**config.mk**
```make
export PLATFORM = sky130hd
export DESIGN_NAME = fifo_packer_flat
export DESIGN_NICKNAME = d
export VERILOG_FILES = /design/src/rtl/fifo_packer_if.sv /design/src/rtl/fifo_packer.sv /design/src/flat_wrapper.sv
export SDC_FILE = /design/constraint.sdc
export NUM_CORES = 1
export LEC_CHECK = 0
export ABC_CLOCK_PERIOD_IN_PS = 2300
export CELL_PAD_IN_SITES_DETAIL_PLACEMENT = 0
export CELL_PAD_IN_SITES_GLOBAL_PLACEMENT = 1
export CORE_AREA = 2 2 93 113
export DETAILED_ROUTE_END_ITERATION = 6
export DIE_AREA = 0 0 95 115
export PLACE_DENSITY_LB_ADDON = 0.1
export REMOVE_ABC_BUFFERS = 1
export SLEW_MARGIN = 20
export SYNTH_ARGS = -nofsm -noshare
export SYNTH_HDL_FRONTEND = slang
export SYNTH_SLANG_ARGS = --single-unit
```
**constraint.sdc**
```tcl
create_clock -name clk -period 2.3 [get_ports clk]
set_clock_uncertainty 0.2 [all_clocks]
set_input_delay 0.46 -clock clk [delete_from_list [all_inputs] [get_ports clk]]
set_output_delay 0.46 -clock clk [all_outputs]
set_load 0.01 [all_outputs]
```
**src/rtl/fifo_packer_if.sv**
```systemverilog
// Bundle between a fifo_flops read port, the packer and the wide-bus consumer.
// The master side is the packer; the slave side is the FIFO/consumer environment.
interface fifo_packer_if #(
  parameter int width = 16,
  parameter int ratio = 4
);
  logic                       pndng;
  logic [width-1:0]           fifo_dout;
  logic                       pop;
  logic                       flush;
  logic [width*ratio-1:0]     out_data;
  logic [$clog2(ratio):0]     out_cnt;
  logic                       out_valid;
  logic                       out_ready;

  modport master (
    input  pndng, fifo_dout, flush, out_ready,
    output pop, out_data, out_cnt, out_valid
  );

  modport slave (
    output pndng, fifo_dout, flush, out_ready,
    input  pop, out_data, out_cnt, out_valid
  );
endinterface

```
**src/rtl/fifo_packer.sv**
```systemverilog
// Packs `ratio` consecutive FIFO words into one wide beat on a valid/ready port.
// A flush forces out a partially filled beat; unused lanes read zero.
module fifo_packer #(
  parameter int width = 16,
  parameter int ratio = 4
) (
  input  logic          clk,
  input  logic          rst,
  fifo_packer_if.master bus
);
  localparam int CW = $clog2(ratio) + 1;
  localparam int AW = width * ratio;

  typedef enum logic {FILL, HOLD} state_t;

  state_t        state;
  logic [CW-1:0] cnt;
  logic [AW-1:0] acc;
  logic          valid;
  logic          pop;
  logic [CW-1:0] cnt_inc;

  // Pop request and post-pop lane count; no pop while reset is asserted.
  always_comb begin
    pop     = 1'b0;
    if (rst) begin
      pop = (state == HOLD) ? (bus.out_ready & bus.pndng) : bus.pndng;
    end
    cnt_inc = cnt + CW'(pop);
  end

  assign bus.pop       = pop;
  assign bus.out_data  = acc;
  assign bus.out_cnt   = cnt;
  assign bus.out_valid = valid;

  // FILL collects words lane by lane; HOLD presents the beat until accepted.
  always_ff @(posedge clk) begin
    if (!rst) begin
      state <= FILL;
      cnt   <= '0;
      acc   <= '0;
      valid <= 1'b0;
    end else begin
      case (state)
        FILL: begin
          if (pop) begin
            for (int unsigned i = 0; i < unsigned'(ratio); i++) begin
              if (cnt == CW'(i)) acc[i*width +: width] <= bus.fifo_dout;
            end
            cnt <= cnt_inc;
          end
          if ((cnt_inc == CW'(ratio)) || (bus.flush && (cnt_inc != '0))) begin
            state <= HOLD;
            valid <= 1'b1;
          end
        end
        HOLD: begin
          // Handshake clears the beat; a same-cycle pop seeds lane 0 of the next one.
          if (bus.out_ready) begin
            state <= FILL;
            valid <= 1'b0;
            acc   <= pop ? AW'(bus.fifo_dout) : '0;
            cnt   <= pop ? CW'(1) : '0;
          end
        end
        default: state <= FILL;
      endcase
    end
  end
endmodule
```
**src/flat_wrapper.sv**
```systemverilog
// flat-port wrapper written by rule: the top's interface ports become plain ports
module fifo_packer_flat 
#(
  parameter int width = 16,
  parameter int ratio = 4
)
  (clk, rst, bus_pndng, bus_fifo_dout, bus_flush, bus_out_ready, bus_pop, bus_out_data, bus_out_cnt, bus_out_valid);
  fifo_packer_if #(.width(width), .ratio(ratio)) bus_i ();
  input  logic clk;
  input  logic rst;
  input wire logic [$bits(bus_i.pndng)-1:0] bus_pndng;
  input wire logic [$bits(bus_i.fifo_dout)-1:0] bus_fifo_dout;
  input wire logic [$bits(bus_i.flush)-1:0] bus_flush;
  input wire logic [$bits(bus_i.out_ready)-1:0] bus_out_ready;
  output wire logic [$bits(bus_i.pop)-1:0] bus_pop;
  output wire logic [$bits(bus_i.out_data)-1:0] bus_out_data;
  output wire logic [$bits(bus_i.out_cnt)-1:0] bus_out_cnt;
  output wire logic [$bits(bus_i.out_valid)-1:0] bus_out_valid;
  assign bus_i.pndng = bus_pndng;
  assign bus_i.fifo_dout = bus_fifo_dout;
  assign bus_i.flush = bus_flush;
  assign bus_i.out_ready = bus_out_ready;
  assign bus_pop = bus_i.pop;
  assign bus_out_data = bus_i.out_data;
  assign bus_out_cnt = bus_i.out_cnt;
  assign bus_out_valid = bus_i.out_valid;
  fifo_packer #(.width(width), .ratio(ratio)) u_core (.clk(clk), .rst(rst), .bus(bus_i));
endmodule
```
* Word level (Yosys, flattened, before mapping)
Cells that the tools add are included.
** Storage, ports and cells
- Flip-flop bits (word level) :: 69
- Input bits :: 21
- Word-level logic and storage cells :: 51
- Output and inout port bits :: 69
** Operators by class
- Bitwise logic cells :: 2
- Muxes and demuxes :: 20
- Equal/unequal tests :: 11
- Reductions and logical operators :: 10
- Add/subtract/negate cells :: 1
** Operator list (number)
- $mux 64 :: 2
- $pmux 64 s2 :: 1
- $mux 16 :: 5
- $ne 2x1->1 const B :: 6
- $reduce_and 3->1 :: 4
- $mux 1 :: 7
- $eq 3x2->1 const B :: 2
- $mux 3 :: 2
- $pmux 3 s2 :: 1
- $pmux 1 s2 :: 2
- $reduce_and 2->1 :: 2
- $add 3x1->3 :: 1
- $eq 3x1->1 const B :: 1
- $eq 3x3->1 const B :: 1
- $logic_not 3->1 :: 1
- $reduce_bool 3->1 :: 1
- $ne 2x2->1 const B :: 1
- $and 1x1->1 :: 1
- $logic_and 1x1->1 :: 1
- $logic_or 1x1->1 :: 1
- $not 1->1 :: 1

* Longest topological paths before layout
- Depth after elaboration :: 9
- Depth in mapped cells :: 8
- Gate-level depth less buffers :: 7

* Least setup slack after synthesis
OpenSTA, ideal clock, no wires.
- Kind :: input to register
- From :: input rst
- To :: register u_core.valid (netlist: u_core.bus.out_valid)
- Path buffers :: 2
- Data required time :: 2.042 ns
- Setup time :: 0.058 ns
- Stages :: 8
- Setup slack :: -0.207 ns
- Arrival :: 2.249 ns
- Cells stage by stage :: clkbuf_1 > clkbuf_1 > and3_1 > ha_1 > ha_1 > o21ba_2 > a211oi_1 > o21a_1
** On the way
- Word-level cells in the longest chain between the ends :: 7
- Elaborated cells on any way between the ends :: 8
- Those cells by class :: add/sub (1); eq/ne (2); mux (1); reduce/logical (4)
** Ends and longest elaborated chain
- from (decl) :: line flat_wrapper.sv:10 : input logic rst;
- $mux 1 (*) :: line fifo_packer.sv:26 : if (rst) begin
- via bus_pop :: line flat_wrapper.sv:15 : output wire logic [$bits(bus_i.pop)-1:0] bus_pop;
- $add 3x1->3 (*) :: line fifo_packer.sv:29 : cnt_inc = cnt + CW'(pop);
- $reduce_bool 3->1 :: line fifo_packer.sv:53 : if ((cnt_inc == CW'(ratio)) || (bus.flush && (cnt_inc != '0))) begin
- $logic_and 1x1->1 :: line fifo_packer.sv:53
- $logic_or 1x1->1 (*) :: line fifo_packer.sv:53
- $ne 2x1->1 (no source line) (*)
- $reduce_and 2->1 (no source line) (*)
- to (signal assigned) :: line fifo_packer.sv:43 : valid <= 1'b0;
- to (signal assigned) :: line fifo_packer.sv:55 : valid <= 1'b1;
- to (signal assigned) :: line fifo_packer.sv:62 : valid <= 1'b0;
- to (decl) :: line fifo_packer.sv:19 : logic valid;
The timed path passes the listed nets; every way through them passes the cells marked *.
A chain may end at the register's enable or synchronous reset.

* Final worst setup path
- From :: register u_core.state
- To :: output bus_pop
** On the way
- Word-level cells in the longest chain between the ends :: 2
** Ends and longest elaborated chain
- from (decl) :: line fifo_packer.sv:16 : state_t state;
- from (signal assigned) :: line fifo_packer.sv:40 : state <= FILL;
- from (signal assigned) :: line fifo_packer.sv:54 : state <= HOLD;
- from (signal assigned) :: line fifo_packer.sv:61 : state <= FILL;
- $mux 1 :: line fifo_packer.sv:27 : pop = (state == HOLD) ? (bus.out_ready & bus.pndng) : bus.pndng;
- $mux 1 :: line fifo_packer.sv:26
- to (decl) :: line flat_wrapper.sv:15
Every way passes these cells.

==> impl_metrics.env <==
export IMPL_tns_ns=0
export IMPL_hold_depth=2
export IMPL_design_area_um2=4330
export IMPL_synth_edf_count=0
export IMPL_antenna_left=0
export IMPL_pwr_share_clk=0.350
export IMPL_synth_cell_types=34
export IMPL_cts_max_level=3
export IMPL_grt_usage=0.147
export IMPL_fin_crit_ns=2.09
export IMPL_drt_total_wl_um=7790
export IMPL_fmax_ghz=0.478
export IMPL_syn_avg_cell_area_um2=9.76
export IMPL_synth_yosys_seq_area_share=0.465
export IMPL_p_per_area_nw_per_um2=765
export IMPL_synth_most_common_cell="dfxtp_1"
export IMPL_drive_gt1_frac=0.122
export IMPL_synth_top_cell_by_area="dfxtp_1"
export IMPL_port_buffers=89
export IMPL_ys_ff_latch=69
export IMPL_critPathKind="register to output port"
export IMPL_pre_cts_slack_ns=-0.430
export IMPL_postCtsHoldBufs=0
export IMPL_place_inst=516
export IMPL_final_cells=529
export IMPL_antenna_cells=0
export IMPL_cts_tree="built"
export IMPL_dp_hpwl_um=5190
export IMPL_dr_pass1_iters=4
export IMPL_fp_dieArea_um2=10900
export IMPL_synthArstFlopShare=0
export IMPL_maxCapViolations=0
export IMPL_critPathCaptureType="output port"
export IMPL_area_growth_pct=45.9
export IMPL_grt_pass1_wl_um=12000
export IMPL_worst_r2r_setup_slack_ns=0.29
export IMPL_synth_commonest_cells="dfxtp_1, nand2_1, mux2i_1, nand2b_1, nand3_1"
export IMPL_rsz0062_at_grt="false"
export IMPL_first_global_vias=2252
export IMPL_min_to="u_core.bus.out_data[43]"
export IMPL_netlist_area_leader_share=0.465
export IMPL_grt_overflow=0
export IMPL_gp_congestion=0.763
export IMPL_ctsLongestPathBuffers=2
export IMPL_worst_ep_arrival_time_ns=1.43
export IMPL_ir_worst_vdd_v=0.000344
export IMPL_relSlewSlack=0.570
export IMPL_grt_max_degree=60
export IMPL_tightest_slew_ns=0.644
export IMPL_cp_start_kind="register"
export IMPL_wire_per_inst_um=14.7
export IMPL_antenna_found_initial=0
export IMPL_crit_fanout=2
export IMPL_r2r_end="u_core.bus.out_valid"
export IMPL_power_leakage_nw=1.77
export IMPL_r2r_cells=8
export IMPL_power_w=0.00331
export IMPL_syn_area_um2=2970
export IMPL_path_clk_slew_ns=0.05
export IMPL_design_core_area_um2=9860
export IMPL_boundaryPins=90
export IMPL_placed_area_um2=4060
export IMPL_status="finished, final reports clean"
export IMPL_cts_root_buf="clkbuf_16"
export IMPL_finalCritPeriodShare=0.910
export IMPL_nNetsFinal=425
export IMPL_synthCells=304
export IMPL_fp_dieW_um=95
export IMPL_r2r_start="u_core.state"
export IMPL_min_path_type="register to register"
export IMPL_power_switching_w=0.000867
export IMPL_vias_per_cell=4.50
export IMPL_post_route_drc_count=0
export IMPL_p_sw_frac=0.262
export IMPL_die_h_um=115
export IMPL_rows=40
export IMPL_worstPathRequired_ns=1.64
export IMPL_synthTopCellsByArea="dfxtp_1, mux2i_1, nand2_1"
export IMPL_finalHoldViolations=0
export IMPL_synthFlopType="dfxtp_1"
export IMPL_sequentialPowerShare=0.414
export IMPL_setup_viol=0
export IMPL_numCtsBuffers=9
export IMPL_p_comb_frac=0.235
export IMPL_drt_iter0_markers=61
export IMPL_setup_slack_ns=0.207
export IMPL_holdCritStartpoint="u_core.bus.out_data[43]"
export IMPL_slew_violations=0
export IMPL_initial_utilization=0.301
export IMPL_internal_power_w=0.00244
export IMPL_worstSkewPairLatency_ns=0.33
export IMPL_vias=2383
export IMPL_clock_sinks=69
export IMPL_yosysWarnings=0
-- final cells by class --
type / count / area (um^2)
Fill cell: 953 / 5530
Multi-Input combinational cell: 211 / 1460
Sequential cell: 69 / 1380
Timing Repair Buffer: 109 / 1090
Clock buffer: 12 / 236
Tap cell: 126 / 158
Inverter: 2 / 7.51
-- per-stage QoR --
step,hold WS (ns),utilization
4_1_cts,0.255,0.437
5_1_grt,0.273,0.439
3_3_place_gp,0.244,0.411
3_5_place_dp,0.247,0.411
6_report,0.253,0.439
2_1_floorplan,0.279,-
-- repair_timing --
| item | 4_1_cts | 5_1_grt |
|---|---|---|
| resized for setup | 5 | 3 |
| buffers inserted | 1 | 0 |
| pin swaps | 0 | 1 |
| setup endpoints to repair | 3 | 3 |
-- routing by layer --
layer	up-vias	part of all wire	track usage
met5	-	0	0
met4	0	0.021	0.0705
met3	13	0.042	0.0367
met2	57	0.47	0.228
met1	1096	0.47	0.192
li1	1217	-	-
-- critical path, cell delays in order, from the launching register on --
cell and delay [ns]:
dfxtp_1 0.34, or2b_1 0.25, and3_4 0.18, buf_4 0.12
clkdlybuf4s15_2 0.21
-- power groups by stage --
stage,clock network [W],logic [W],registers (W)
floorplan,0,0.000294,0.00145
global placement,0,0.000783,0.00140
detailed placement,0,0.000785,0.00140
CTS,0.00120,0.000794,0.00137
global route,0.00125,0.000842,0.00139
finish,0.00116,0.000780,0.00137
-- flip-flops by register name, indices dropped and copies added (netlist names) --
| name | count |
|---|---|
| u_core.bus.out_cnt | 3 |
| u_core.bus.out_data | 64 |
| u_core.state | 1 |
| u_core.bus.out_valid | 1 |
-- kinds of logic (layout without fill, tap and decap cells) --
group           count (synthesis)  in the layout  share of synthesized area
buf+inv                        24            123                     0.0523
fa+ha+maj                       2              2                    0.00843
mux                            64             64                      0.216
simple gates                  128            128                      0.207
compound gates                 16             16                     0.0485
flops                          69             69                      0.465
xor+xnor                        1              1                    0.00295
-- worst max-delay path by stage --
stage | from | to | slack (ns) | cells past startpoint
2_1_floorplan | u_core.state | u_core.bus.out_valid | -0.23 | 7
3_3_place_gp | bus_out_ready | u_core.bus.out_valid | -0.37 | 8
3_5_place_dp | bus_out_ready | u_core.bus.out_valid | -0.43 | 8
4_1_cts | bus_out_ready | bus_pop | 0.005 | 5
5_1_grt | u_core.state | bus_pop | 0.15 | 4
6_report | u_core.state | bus_pop | 0.21 | 4
-- layout by cell type, fill, tap and decap left out, types with 2 or more instances in the layout --
master,synthesis,layout
nand2_1,66,66
nand3_1,16,16
or2_2,11,11
a21o_1,2,2
buf_4,1,16
o21a_1,2,2
buf_12,1,4
o22ai_4,2,2
dfxtp_1,69,69
clkbuf_16,0,9
and2_1,2,2
clkbuf_1,14,3
clkdlybuf4s50_1,0,86
or2_1,5,5
nor2_1,4,3
and3b_1,2,2
a21oi_1,3,3
nand2b_1,16,16
mux2i_1,64,64
inv_1,2,2
Note: power is estimated with default switching activity, not from simulation.
